`src/rtl/inst_fetch_seq_pkg.sv`:
```
// Shared definitions for the instruction fetch sequencer: default memory
// geometry, the instruction word type and the fetch FSM state encoding.
package inst_fetch_seq_pkg;

  localparam int IMEM_DEPTH                = 16;
  localparam int FULL_INSTRUCTION_BITWIDTH = 32;

  typedef logic [FULL_INSTRUCTION_BITWIDTH-1:0] instruction_t;

  typedef enum logic [1:0] {
    FETCH_IDLE  = 2'd0,
    FETCH_RUN   = 2'd1,
    FETCH_DRAIN = 2'd2
  } fetch_state_e;

endpackage : inst_fetch_seq_pkg

```
`src/rtl/inst_fetch_seq_skid_fifo.sv`:
```
// Two-entry FIFO with a registered head, used to absorb the one-cycle SRAM
// read latency and decoder backpressure. Generic width so any streaming
// memory front-end can reuse it.
module fetch_skid_fifo #(
  parameter int W = 8
) (
  input  logic         clk,
  input  logic         rst,
  input  logic         push_i,
  input  logic [W-1:0] push_data_i,
  input  logic         pop_i,
  output logic [W-1:0] head_o,
  output logic         valid_o,
  output logic [1:0]   count_o
);

  logic [W-1:0] head_q, head_d;
  logic [W-1:0] tail_q, tail_d;
  logic [1:0]   count_q, count_d;
  logic         pop;

  assign pop = pop_i && (count_q != 2'd0);

  // Next-state: head always holds the oldest entry; tail only when two are held.
  always_comb begin
    // NOTE: every variable gets a default first so no path leaves it unassigned (no latch).
    head_d  = head_q;
    tail_d  = tail_q;
    count_d = count_q;
    case (count_q)
      2'd0: begin
        if (push_i) begin
          head_d  = push_data_i;
          count_d = 2'd1;
        end
      end
      2'd1: begin
        if (push_i && pop) begin
          head_d = push_data_i;
        end else if (push_i) begin
          tail_d  = push_data_i;
          count_d = 2'd2;
        end else if (pop) begin
          count_d = 2'd0;
        end
      end
      default: begin
        if (pop) begin
          head_d = tail_q;
          if (push_i) tail_d = push_data_i;
          else        count_d = 2'd1;
        end
      end
    endcase
  end

  // State register with synchronous flush.
  always_ff @(posedge clk) begin
    // NOTE: sequential state uses non-blocking assignments so all registers update together.
    if (rst) begin
      head_q  <= '0;
      tail_q  <= '0;
      count_q <= 2'd0;
    end else begin
      head_q  <= head_d;
      tail_q  <= tail_d;
      count_q <= count_d;
    end
  end

  assign head_o  = head_q;
  assign valid_o = (count_q != 2'd0);
  assign count_o = count_q;

endmodule : fetch_skid_fifo

```
`src/rtl/inst_fetch_seq.sv`:
```
// Instruction fetch sequencer: owns the single-port instruction SRAM, accepts
// program loads while idle, then streams {instruction, pc} to the decoder at
// up to one per cycle with one hardware zero-overhead loop.
module inst_fetch_seq
  import inst_fetch_seq_pkg::*;
#(
  parameter int DW    = FULL_INSTRUCTION_BITWIDTH,
  parameter int DEPTH = IMEM_DEPTH,
  parameter int AW    = $clog2(DEPTH),
  parameter int LCW   = 16
) (
  input  logic           clk,
  input  logic           rst,
  input  logic           load_en,
  input  logic [AW-1:0]  load_addr,
  input  logic [DW-1:0]  load_data,
  input  logic           start,
  input  logic [AW:0]    instruction_count,
  input  logic           loop_en,
  input  logic [AW-1:0]  loop_start,
  input  logic [AW-1:0]  loop_end,
  input  logic [LCW-1:0] loop_iters,
  output logic [DW-1:0]  inst,
  output logic [AW-1:0]  inst_pc,
  output logic           inst_valid,
  input  logic           inst_ready,
  output logic           busy,
  output logic           done,
  output logic           loop_cfg_err
);

  localparam logic [AW:0] DEPTH_W = (AW+1)'(DEPTH);

  fetch_state_e   state_q, state_d;
  logic [AW-1:0]  fetch_pc_q, fetch_pc_d;
  logic [AW-1:0]  last_pc_q;
  logic [AW-1:0]  loop_start_q, loop_end_q;
  logic [LCW-1:0] iter_left_q, iter_left_d;
  logic           loop_active_q;
  logic           rvalid_q;
  logic [AW-1:0]  rpc_q;
  logic [DW-1:0]  mem_q;
  logic           done_q;
  logic           loop_cfg_err_q;

  logic [AW:0]    count_clamped;
  logic           loop_cfg_ok;
  logic           start_ok, start_run, start_empty;
  logic           pop, credit_ok, issue, loop_back, last_issue, drain_done;
  logic [1:0]     fifo_count;
  logic           mem_cen_n, mem_wen_n;
  logic [AW-1:0]  mem_addr;

  logic [DW-1:0]  mem [DEPTH];

  // Start qualification, loop config check, credit and loop-back decisions.
  always_comb begin
    count_clamped = (instruction_count > DEPTH_W) ? DEPTH_W : instruction_count;
    loop_cfg_ok   = (loop_start <= loop_end) && ({1'b0, loop_end} < count_clamped);
    start_ok      = (state_q == FETCH_IDLE) && start;
    start_run     = start_ok && (instruction_count != '0);
    start_empty   = start_ok && (instruction_count == '0);
    pop           = inst_valid && inst_ready;
    // Entries held after this cycle plus the read in flight must leave room.
    credit_ok     = ({1'b0, fifo_count} + {2'b00, rvalid_q} - {2'b00, pop}) < 3'd2;
    issue         = (state_q == FETCH_RUN) && credit_ok;
    loop_back     = loop_active_q && (fetch_pc_q == loop_end_q) && (iter_left_q != '0);
    last_issue    = issue && !loop_back && (fetch_pc_q == last_pc_q);
    // FIFO empty once this cycle's pop completes and nothing is in flight.
    drain_done    = !rvalid_q && ((fifo_count == 2'd0) || ((fifo_count == 2'd1) && pop));
    fetch_pc_d    = fetch_pc_q;
    iter_left_d   = iter_left_q;
    if (issue) begin
      if (loop_back) begin
        fetch_pc_d  = loop_start_q;
        iter_left_d = iter_left_q - LCW'(1);
      end else begin
        fetch_pc_d  = fetch_pc_q + AW'(1);
      end
    end
  end

  // FSM state register.
  always_ff @(posedge clk) begin
    if (rst) state_q <= FETCH_IDLE;
    else     state_q <= state_d;
  end

  // FSM next-state logic.
  always_comb begin
    state_d = state_q;
    case (state_q)
      FETCH_IDLE:  if (start_run)  state_d = FETCH_RUN;
      FETCH_RUN:   if (last_issue) state_d = FETCH_DRAIN;
      FETCH_DRAIN: if (drain_done) state_d = FETCH_IDLE;
      default:                     state_d = FETCH_IDLE;
    endcase
  end

  // FSM outputs: status and SRAM port control (address muxed by state).
  always_comb begin
    busy      = (state_q != FETCH_IDLE);
    mem_wen_n = !((state_q == FETCH_IDLE) && load_en);
    mem_cen_n = mem_wen_n && !issue;
    mem_addr  = (state_q == FETCH_IDLE) ? load_addr : fetch_pc_q;
  end

  // Run configuration, fetch pointer, read tracking and status flags.
  always_ff @(posedge clk) begin
    if (rst) begin
      fetch_pc_q     <= '0;
      last_pc_q      <= '0;
      loop_start_q   <= '0;
      loop_end_q     <= '0;
      iter_left_q    <= '0;
      loop_active_q  <= 1'b0;
      rvalid_q       <= 1'b0;
      rpc_q          <= '0;
      done_q         <= 1'b0;
      loop_cfg_err_q <= 1'b0;
    end else begin
      done_q   <= start_empty || ((state_q == FETCH_DRAIN) && drain_done);
      rvalid_q <= issue;
      if (issue) rpc_q <= fetch_pc_q;
      if (start_run) begin
        fetch_pc_q     <= '0;
        last_pc_q      <= AW'(count_clamped - (AW+1)'(1));
        loop_start_q   <= loop_start;
        loop_end_q     <= loop_end;
        iter_left_q    <= loop_iters;
        loop_active_q  <= loop_en && loop_cfg_ok;
        loop_cfg_err_q <= loop_en && !loop_cfg_ok;
      end else begin
        fetch_pc_q  <= fetch_pc_d;
        iter_left_q <= iter_left_d;
      end
    end
  end

  // Single-port instruction SRAM, write-first on a load cycle.
  always_ff @(posedge clk) begin
    // NOTE: the storage array has no reset so program contents survive rst.
    if (!mem_cen_n) begin
      if (!mem_wen_n) begin
        mem[mem_addr] <= load_data;
        mem_q         <= load_data;
      end else begin
        mem_q <= mem[mem_addr];
      end
    end
  end

  fetch_skid_fifo #(
    .W (DW + AW)
  ) u_fifo (
    .clk         (clk),
    .rst         (rst),
    .push_i      (rvalid_q),
    .push_data_i ({mem_q, rpc_q}),
    .pop_i       (pop),
    .head_o      ({inst, inst_pc}),
    .valid_o     (inst_valid),
    .count_o     (fifo_count)
  );

  assign done         = done_q;
  assign loop_cfg_err = loop_cfg_err_q;

endmodule : inst_fetch_seq

```
`config.mk`:
```
export PLATFORM = sky130hd
export DESIGN_NAME = inst_fetch_seq
export DESIGN_NICKNAME = d
export VERILOG_FILES = /design/src/rtl/inst_fetch_seq_pkg.sv /design/src/rtl/inst_fetch_seq_skid_fifo.sv /design/src/rtl/inst_fetch_seq.sv
export SDC_FILE = /design/constraint.sdc
export NUM_CORES = 1
export LEC_CHECK = 0
export ABC_AREA = 1
export BUFFER_PORTS_ARGS = -buffer_cell sky130_fd_sc_hd__clkbuf_2
export CORE_UTILIZATION = 36
export CTS_CLUSTER_DIAMETER = 30
export DETAILED_ROUTE_END_ITERATION = 10
export HOLD_SLACK_MARGIN = 0.03
export PLACE_DENSITY = 0.51
export SLEW_MARGIN = 20
export SYNTH_ARGS = -nofsm -noshare
export SYNTH_HDL_FRONTEND = slang
export SYNTH_HIERARCHICAL = 1
export SYNTH_SLANG_ARGS = --single-unit
```
`constraint.sdc`:
```
create_clock -name clk -period 3.02 [get_ports clk]
set_input_delay 0.604 -clock clk [delete_from_list [all_inputs] [get_ports clk]]
set_output_delay 0.604 -clock clk [all_outputs]
set_load 0.05 [all_outputs]
```
==> results of run 1 <==
[worst register-to-register path: stages, from the launching register on]
cell and delay, ns:
dfxtp_1 0.36, nor2_4 0.36, o21ai_1 0.31, nor2_4 0.17, inv_1 0.13, nor2_4 0.85, buf_4 0.34
[how the worst min path moves through the flow]
stage                               start               to  slack, ns  cells after the start
after floorplan           loop_start_q[0]    fetch_pc_q[0]       0.44                      2
after global placement       loop_cfg_err     loop_cfg_err       0.44                      2
after detailed placement     loop_cfg_err     loop_cfg_err       0.45                      2
after CTS                   loop_start[0]  loop_start_q[0]       0.14                      3
after global routing        loop_start[0]  loop_start_q[0]       0.14                      3
final                       loop_start[0]  loop_start_q[0]       0.18                      3
[kinds of logic (layout without fill, tap and decap cells)]
| kind of cell | after synthesis | in the layout |
|---|---|---|
| adders and majority gates | 12 | 12 |
| AOI/OAI and AO/OA | 146 | 146 |
| and+or+nand+nor | 1975 | 1975 |
| buffers and inverters | 315 | 632 |
| DFF | 660 | 660 |
| xor gates and xnor gates | 15 | 15 |
[area by class of cell]
| cell class | instances | area (µm²) |
|---|---|---|
| clock buffer | 180 | 4140 |
| clock inverter | 111 | 1270 |
| fill | 7480 | 42600 |
| inverter | 132 | 502 |
| multi-input combinational | 2148 | 9220 |
| sequential | 660 | 18700 |
| tap | 1050 | 1310 |
| timing repair buffer | 208 | 1690 |
| timing repair inverter | 1 | 7.51 |
[registers in the layout (all words and copies together) (netlist names), 2 cells and up]
| name | count |
|---|---|
| last_pc_q | 4 |
| loop_end_q | 4 |
| loop_start_q | 4 |
| u_fifo/head_o | 36 |
| u_fifo/count_o | 2 |
| u_fifo/tail_q | 36 |
| mem | 512 |
| fetch_pc_q | 4 |
| rpc_q | 4 |
| state_q | 2 |
| mem_q | 32 |
| iter_left_q | 16 |
[routing by layer]
| layer | part of all wire [%] | up-vias |
|---|---|---|
| met5 | 0.043 | - |
| met3 | 6.5 | 154 |
| met4 | 2.1 | 6 |
| met2 | 46 | 673 |
| met1 | 45 | 10600 |
| li1 | - | 10700 |
[through the flow]
stage | power, mW | utilization (%) | instances
after floorplan | 13.3 | - | 3123
after global routing | 32.8 | 46.3 | 4490
after CTS | 31.8 | 46.3 | 4489
after detailed placement | 14.8 | 39.5 | 4198
final | 31.6 | 46.3 | 4490
after global placement | 14.7 | 39.5 | 4198
[cells in the mapped netlist, drive strengths merged]
| cell type | number | area, µm² |
|---|---|---|
| buf | 134 | 734 |
| o21bai | 1 | 7.51 |
| or2 | 3 | 18.8 |
| xnor2 | 8 | 70.1 |
| nand3 | 385 | 1930 |
| o31ai | 1 | 7.51 |
| o21ai | 86 | 434 |
| a21oi | 58 | 290 |
| nor3 | 5 | 25.0 |
| fa | 1 | 20.0 |
| nand2 | 1273 | 4790 |
| edfxtp | 544 | 16300 |
| xor2 | 7 | 61.3 |
| nand4 | 2 | 12.5 |
| inv | 132 | 495 |
| dfxtp | 116 | 2320 |
| clkbuf | 49 | 184 |
| nor2 | 306 | 1180 |
| nand3b | 1 | 7.51 |
| ha | 11 | 138 |
[cells in the final DEF (no fill, tap or decap), types with 3 or more instances in the layout]
cell type,instances
nand2_2,4
clkinv_8,4
clkinvlp_4,22
edfxtp_1,544
buf_12,32
nand2_4,8
clkbuf_16,161
clkbuf_8,4
or2_2,3
nor2_4,22
nand3_1,384
nand2_1,1260
nor3_1,5
clkbuf_2,110
buf_4,66
xnor2_1,8
bufinv_16,22
nor2_1,282
inv_2,5
dfxtp_1,115
o21ai_0,82
clkinv_1,26
inv_1,125
xor2_1,7
o21ai_1,3
clkbuf_1,15
ha_1,11
a21oi_1,58
inv_6,4
clkinv_2,24
inv_16,4
clkinv_4,7
[power groups by stage]
stage / sequential [mW] / combinational, mW / clock, mW
after floorplan: 10.8 / 2.47 / 0
final: 10.5 / 4.14 / 17.0
after CTS: 10.5 / 4.15 / 17.2
after detailed placement: 10.6 / 4.12 / 0
after global routing: 10.5 / 4.61 / 17.7
after global placement: 10.6 / 4.10 / 0
==> flow_summary.json, run 1 <==
{
  "r2r-start": "state_q[0]",
  "hold_violations": 0,
  "die_w_um": 286,
  "crit_type": "reg -> reg",
  "hp-class": "in -> reg",
  "p_sw_mw": 8.43,
  "synth_top_family_by_area": "simple AND/OR/NAND/NOR gates",
  "postCtsSetupBuffers": 0,
  "slowest_delay_ns": 0.85,
  "grt_pass1_vias": 21700,
  "p_per_area_nw_per_um2": 859,
  "p_leak_nw": 15.5,
  "grt.busiest_layer": "met2",
  "required_ns": 3.44,
  "yosys.area_share.simple_pct": 27.4,
  "finalSetupViolCount": 0,
  "place_congestion": 0.822,
  "cp_top_family": "simple AND/OR/NAND/NOR gates",
  "drv_cap": 0,
  "rr_worst_depth": 6,
  "p_seq_share_pct": 33.2,
  "status": "complete, no violations",
  "clkPwrFrac_pct": 53.7,
  "post-route-min-period_ns": 2.81,
  "vias": 22100,
  "initial_core_util_pct": 36.6,
  "fin_hold_ws_ns": 0.177,
  "finalInstanceArea_um2": 36800,
  "io_buffers": 110,
  "grtUsageMet2_pct": 32.8,
  "r2r_slack_ns": 0.21,
  "overflow": 0,
  "syn_avg_cell_area_um2": 9.31,
  "gr-usage-met1_pct": 27.1,
  "path_depth": 6,
  "hpwl_mm": 45.9,
  "cts.htree.levels": 4,
  "clock_latency_ns": 0.72,
  "relSlewSlack_pct": 27.9,
  "drc": 0,
  "crit_path_top_delay_cell": "nor2_4",
  "skew_ns": 0.0191,
  "track_usage_pct": 20.4,
  "max_freq_ghz": 0.356,
  "ios": 111,
  "clk_path_buf_depth": 3,
  "drive_gt1_share_pct": 14.8,
  "crit_buf_inv": 2,
  "p_comb_share_pct": 13.1,
  "cts_resized": 0,
  "root_buffer": "clkbuf_16",
  "syn_area_um2": 29100,
  "rows": 103,
  "cp-end-kind": "flip-flop",
  "syn2layout_area_growth_pct": 26.6,
  "intPower_mw": 23.2,
  "cts_buffers": 156,
  "die_h_um": 286,
  "dieArea_um2": 81900,
  "postRouteAntennaNets": 0,
  "cts_sinks": 660,
  "muxShareOfSynthArea_pct": 0,
  "coreArea_um2": 79400,
  "fin_ws_ns": 0.214,
  "regToRegEndpoint": "mem[1][14]",
  "clk_pin_slew_ns": 0.04,
  "place_area_um2": 31400,
  "synthCells": 3123,
  "cts_tree": "built",
  "critPathArrivalTime_ns": 3.22,
  "yosysWarnings": 6,
  "antenna_found_initial": 3,
  "cp-start-kind": "flip-flop",
  "nets": 3390,
  "cp-endpoint": "mem[1][14]",
  "startpoint": "state_q[0]",
  "synth-xor-area-share_pct": 0.452,
  "worst_pin_slew_ns": 1.08,
  "crit_top_cell": "nor2_4",
  "met3_usage_pct": 4.67,
  "antenna_cells": 0,
  "drtIter0Drc": 1588,
  "syn_nets": 3206,
  "grt_start_max_net_pins": 129,
  "synth_fa_ha_area_share_pct": 0.542,
  "switching_share_pct": 26.7,
  "yosysSeqAreaShare_pct": 64.2,
  "holdBufCountCts": 0,
  "path_max_fanout": 22,
  "synth_compound_area_share_pct": 2.54,
  "ys_types": 30,
  "totalWireLength_mm": 83.1,
  "slew_viol_final": 0,
  "pre_cts_ws_ns": 0.0105,
  "fin_tns_setup_ns": 0,
  "grt_setup_unrepaired": "false",
  "drt-vias-per-instance": 4.93,
  "grt_pass1_wl_mm": 128,
  "crit_chain": "nor2_4 -> o21ai_1 -> nor2_4 -> inv_1 -> nor2_4 -> buf_4",
  "vdd.ir_drop.worst_uv": 603,
  "wire_per_inst_um": 18.5,
  "period_share_pct": 92.9,
  "dr.pass1.iters": 5,
  "ys_ff_latch": 660
}
No activity file was read; power rests on OpenSTA's default activity.
==> run 2, diff against run 1 <==
--- a/config.mk
+++ b/config.mk
@@ -7,11 +7,13 @@
 export LEC_CHECK = 0
 export ABC_AREA = 1
 export BUFFER_PORTS_ARGS = -buffer_cell sky130_fd_sc_hd__clkbuf_2
+export CELL_PAD_IN_SITES_DETAIL_PLACEMENT = 0
+export CELL_PAD_IN_SITES_GLOBAL_PLACEMENT = 1
 export CORE_UTILIZATION = 36
 export CTS_CLUSTER_DIAMETER = 30
 export DETAILED_ROUTE_END_ITERATION = 10
 export HOLD_SLACK_MARGIN = 0.03
-export PLACE_DENSITY = 0.51
+export PLACE_DENSITY = 0.63
 export SLEW_MARGIN = 20
 export SYNTH_ARGS = -nofsm -noshare
 export SYNTH_HDL_FRONTEND = slang
==> flow_summary.json, run 2 (same netlist as run 1, synthesis figures left out) <==
{
  "grt_pass1_vias": 22200,
  "required_ns": 3.62,
  "postRouteAntennaNets": 0,
  "hpwl_mm": 49.5,
  "fin_hold_ws_ns": 0.172,
  "crit_type": "reg -> reg",
  "nets": 3408,
  "cp-end-kind": "flip-flop",
  "antenna_found_initial": 2,
  "track_usage_pct": 21.1,
  "hold_violations": 0,
  "final_cell_mix": "1260 x nand2_1, 544 x edfxtp_1, 384 x nand3_1",
  "cts_buffers": 159,
  "worst_pin_slew_ns": 0.828,
  "period_share_pct": 93.5,
  "dr.pass1.iters": 7,
  "cts_tree": "built",
  "vdd.ir_drop.worst_uv": 439,
  "ios": 111,
  "largest_reg_flops": 512,
  "cts_sinks": 660,
  "grt_start_max_net_pins": 129,
  "wire_per_inst_um": 19.0,
  "die_w_um": 286,
  "slew_viol_final": 0,
  "clock_latency_ns": 0.72,
  "final_common_cell": "nand2_1",
  "cp-start-kind": "flip-flop",
  "totalWireLength_mm": 85.4,
  "post-route-min-period_ns": 2.82,
  "top_register": "mem",
  "skew_ns": 0.0176,
  "holdBufCountCts": 0,
  "coreArea_um2": 79400,
  "hp-class": "in -> reg",
  "r2r_slack_ns": 0.20,
  "drv_cap": 0,
  "critPathArrivalTime_ns": 3.42,
  "max_freq_ghz": 0.354,
  "status": "complete, no violations",
  "clk_path_buf_depth": 3,
  "p_leak_nw": 15.5,
  "root_buffer": "clkbuf_16",
  "drc": 0,
  "placed_cells": 4213,
  "syn2layout_area_growth_pct": 26.0,
  "final_core_util_pct": 46.1,
  "io_buffers": 110,
  "initial_core_util_pct": 36.6,
  "cts.htree.levels": 4,
  "drive_gt1_share_pct": 14.8,
  "rows": 103,
  "overflow": 0,
  "final_cells": 4501,
  "grt_pass1_wl_mm": 132,
  "dieArea_um2": 81900,
  "total_power_mw": 30.5,
  "die_h_um": 286,
  "relSlewSlack_pct": 44.8,
  "finalSetupViolCount": 0,
  "path_max_fanout": 6,
  "p_per_area_nw_per_um2": 832,
  "drtIter0Drc": 1561,
  "clk_pin_slew_ns": 0.04,
  "drt-vias-per-instance": 4.94,
  "place_congestion": 0.818,
  "vias": 22200
}
## run 2: area by class of cell
cell class                      instances  area, µm²
Fill cell                            7582      42800
Sequential cell                       660      18700
Multi-Input combinational cell       2148       9230
Clock buffer                          197       4200
Timing Repair Buffer                  223       1920
Tap cell                             1050       1310
Clock inverter                         89        802
Inverter                              132        502
Timing Repair inverter                  1       7.51
Antenna cell                            1       2.50
## run 2: critical path: stages, from the launching register on
cell and delay (ns):
dfxtp_1 0.34, inv_2 0.06, nand2_4 0.07, nand2_1 0.05, inv_1 0.13, ha_1 0.24, or2_2 0.31, fa_1 0.52
inv_1 0.06, nor2_2 0.09, nand2_1 0.09, inv_2 0.09, nand3_2 0.10, nand2_4 0.15, clkinvlp_4 0.21, nor2_1 0.16
nor2_1 0.06
## run 2: final timing paths
path                           from         endpoint  cells after the start
setup / recovery  u_fifo/count_o[0]   iter_left_q[9]                     16
setup reg to reg  u_fifo/count_o[0]   iter_left_q[9]                     16
hold / removal        loop_start[0]  loop_start_q[0]                      3
hold reg to reg        loop_cfg_err     loop_cfg_err                      2
## run 2: stage by stage
step	setup WS (ns)	instance area, µm²	setup TNS, ns
2_1_floorplan	-0.224	29100	-109.61
3_3_place_gp	0.0211	31600	0
3_5_place_dp	-0.0122	31600	-0.0276
4_1_cts	0.186	36600	0
5_1_grt	-0.00373	36600	-0.00738
6_report	0.198	36600	0
## run 2: metal layers
metal	vias up	wire, µm	GRT usage (%)
met5	-	7	0
met4	2	2240	8.10
met3	153	4660	4.23
met2	654	40100	34.2
met1	10700	38300	27.9
li1	10800	-	-
## run 2: what timing repair did
| action | CTS | global route |
|---|---|---|
| buffers inserted | 0 | 0 |
| gates resized for setup | 0 | 11 |
| endpoints found under the hold margin | 0 | 0 |
| setup endpoints to repair | 0 | 12 |
## run 2: power breakdown
group          total (mW)  internal, mW  leakage (nW)  switching (mW)
Clock                15.7          10.5          2.44            5.16
Combinational        4.29          1.25          7.14            3.05
Sequential           10.5          10.3          5.88           0.148
==> run 3, diff against run 2 <==
--- a/config.mk
+++ b/config.mk
@@ -9,6 +9,7 @@
 export BUFFER_PORTS_ARGS = -buffer_cell sky130_fd_sc_hd__clkbuf_2
 export CELL_PAD_IN_SITES_DETAIL_PLACEMENT = 0
 export CELL_PAD_IN_SITES_GLOBAL_PLACEMENT = 1
+export CORE_MARGIN = 10
 export CORE_UTILIZATION = 36
 export CTS_CLUSTER_DIAMETER = 30
 export DETAILED_ROUTE_END_ITERATION = 10
@@ -19,3 +20,4 @@
 export SYNTH_HDL_FRONTEND = slang
 export SYNTH_HIERARCHICAL = 1
 export SYNTH_SLANG_ARGS = --single-unit
+export TNS_END_PERCENT = 100
==> flow_summary.json, run 3 (same netlist as run 1, synthesis figures left out) <==
{
  "place_congestion": 0.797,
  "p_comb_share_pct": 13.5,
  "critPathArrivalTime_ns": 3.41,
  "crit_path_top_delay_cell": "fa_1",
  "drive_gt1_share_pct": 15.0,
  "die_h_um": 304,
  "syn2layout_area_growth_pct": 26.7,
  "cts.htree.levels": 4,
  "cp-start-kind": "flip-flop",
  "slowest_delay_ns": 0.51,
  "overflow": 0,
  "drv_cap": 0,
  "cts_buffers": 155,
  "top_register": "mem",
  "path_depth": 16,
  "period_share_pct": 93.0,
  "finalInstanceArea_um2": 36800,
  "grt_pass1_wl_mm": 132,
  "crit_top_cell": "inv_1",
  "wire_per_inst_um": 19.0,
  "cts_sinks": 660,
  "root_buffer": "clkbuf_16",
  "path_max_fanout": 12,
  "relSlewSlack_pct": 33.9,
  "skew_ns": 0.0227,
  "post-route-min-period_ns": 2.81,
  "drc": 0,
  "hp-class": "in -> reg",
  "fillers": 7603,
  "vdd.ir_drop.worst_uv": 482,
  "required_ns": 3.62,
  "clkPwrFrac_pct": 53.2,
  "min_path_cells": 3,
  "status": "complete, no violations",
  "crit_type": "reg -> reg",
  "gr-usage-met1_pct": 24.4,
  "clk_pin_slew_ns": 0.04,
  "final_core_util_pct": 45.9,
  "dr.pass1.iters": 5,
  "grt.busiest_layer": "met2",
  "worst_pin_slew_ns": 0.990,
  "cp_top_family": "simple AND/OR/NAND/NOR gates",
  "track_usage_pct": 18.2,
  "p_per_area_nw_per_um2": 855,
  "nets": 3395,
  "cp-end-kind": "flip-flop",
  "rows": 104,
  "totalWireLength_mm": 85.6,
  "grt_setup_unrepaired": "false",
  "intPower_mw": 23.0,
  "postCtsSetupBuffers": 0,
  "coreArea_um2": 80300,
  "rr_worst_depth": 16,
  "crit_buf_inv": 5,
  "p_seq_share_pct": 33.3,
  "finalSetupViolCount": 0,
  "met3_usage_pct": 3.35,
  "postRouteAntennaNets": 0,
  "place_area_um2": 31500,
  "final_common_cell": "nand2_1",
  "grtUsageMet2_pct": 29.5,
  "ios": 111,
  "die_w_um": 304,
  "grt_pass1_vias": 21900,
  "drtIter0Drc": 1562,
  "initial_core_util_pct": 36.2,
  "max_freq_ghz": 0.356,
  "clk_path_buf_depth": 3,
  "clock_latency_ns": 0.71,
  "drt-vias-per-instance": 4.92,
  "p_sw_mw": 8.53,
  "io_buffers": 110,
  "final_cell_mix": "1260 x nand2_1, 544 x edfxtp_1, 384 x nand3_1",
  "antenna_found_initial": 6,
  "hpwl_mm": 48.5,
  "dieArea_um2": 92500,
  "largest_reg_flops": 512,
  "grt_start_max_net_pins": 124,
  "p_leak_nw": 15.6,
  "switching_share_pct": 27.1,
  "cts_tree": "built",
  "slew_viol_final": 0,
  "cts_resized": 0,
  "crit_chain": "inv_1 -> nand2_4 -> nand2_1 -> inv_1 -> ha_1 -> or2_2 -> fa_1 -> inv_1 -> nor2_1 -> nand2_1 -> inv_1 -> nand3_2 -> nand2_2 -> inv_1 -> nor2_1 -> nor2_1",
  "holdBufCountCts": 0,
  "vias": 22200,
  "hold_violations": 0
}
-- run 3: cell types whose count changed in the layout (fill, tap and decap cells not counted), sizes merged --
cell,change
clkbuf,-14
bufinv,+11
clkinv,-4
clkinvlp,-1
inv,+11
buf,-8
-- run 3: path summary, 6_finish.rpt --
| check | start | to | slack, ns |
|---|---|---|---|
| max | u_fifo/count_o[1] | iter_left_q[0] | 0.21 |
| min | loop_start[0] | loop_start_q[0] | 0.16 |
| min reg2reg | loop_cfg_err | loop_cfg_err | 0.45 |
| max reg2reg | u_fifo/count_o[1] | iter_left_q[0] | 0.21 |
-- run 3: area by class of cell --
class	count	area [µm²]	area share, %
Sequential cell	660	18700	50.7
Timing Repair Buffer	215	1800	4.89
Inverter	132	498	1.35
Clock buffer	183	4080	11.1
Antenna cell	1	2.50	0.00680
Multi-Input combinational cell	2148	9210	25.0
Clock inverter	107	1250	3.39
Tap cell	1060	1330	3.60
-- run 3: through the flow --
stage / TNS, ns / std cells / hold WS [ns] / power [mW] / worst slack, ns
floorplan: -109.61 / 3123 / 0.437 / 13.3 / -0.224
global placement: 0 / 4215 / 0.444 / 14.9 / 0.0473
detailed placement: 0 / 4215 / 0.448 / 14.9 / 0.0707
CTS: 0 / 4505 / 0.120 / 31.8 / 0.203
global route: 0 / 4506 / 0.165 / 32.8 / 0.00136
finish: 0 / 4506 / 0.164 / 31.5 / 0.212
-- run 3: worst register-to-register path, stage by stage, from the launching register on --
cell,delay [ns]
dfxtp_2,0.31
inv_1,0.15
nand2_4,0.07
nand2_1,0.07
inv_1,0.06
ha_1,0.28
or2_2,0.31
fa_1,0.51
inv_1,0.04
nor2_1,0.09
nand2_1,0.08
inv_1,0.09
nand3_2,0.10
nand2_2,0.10
inv_1,0.20
nor2_1,0.18
nor2_1,0.07
-- run 3: routing by layer --
layer / routed length, µm / vias up / share of wire [%]
met5: 27 / - / 0.032
met4: 1820 / 4 / 2.1
met3: 4800 / 148 / 5.6
met2: 40300 / 656 / 47
met1: 38600 / 10600 / 45
li1: - / 10700 / -
-- run 3: power groups by stage --
stage | registers, mW | clock network [mW] | logic (mW)
after global placement | 10.6 | 0 | 4.25
final | 10.5 | 16.8 | 4.25
after floorplan | 10.8 | 0 | 2.47
after global routing | 10.5 | 17.5 | 4.74
after CTS | 10.5 | 17.0 | 4.27
after detailed placement | 10.6 | 0 | 4.24
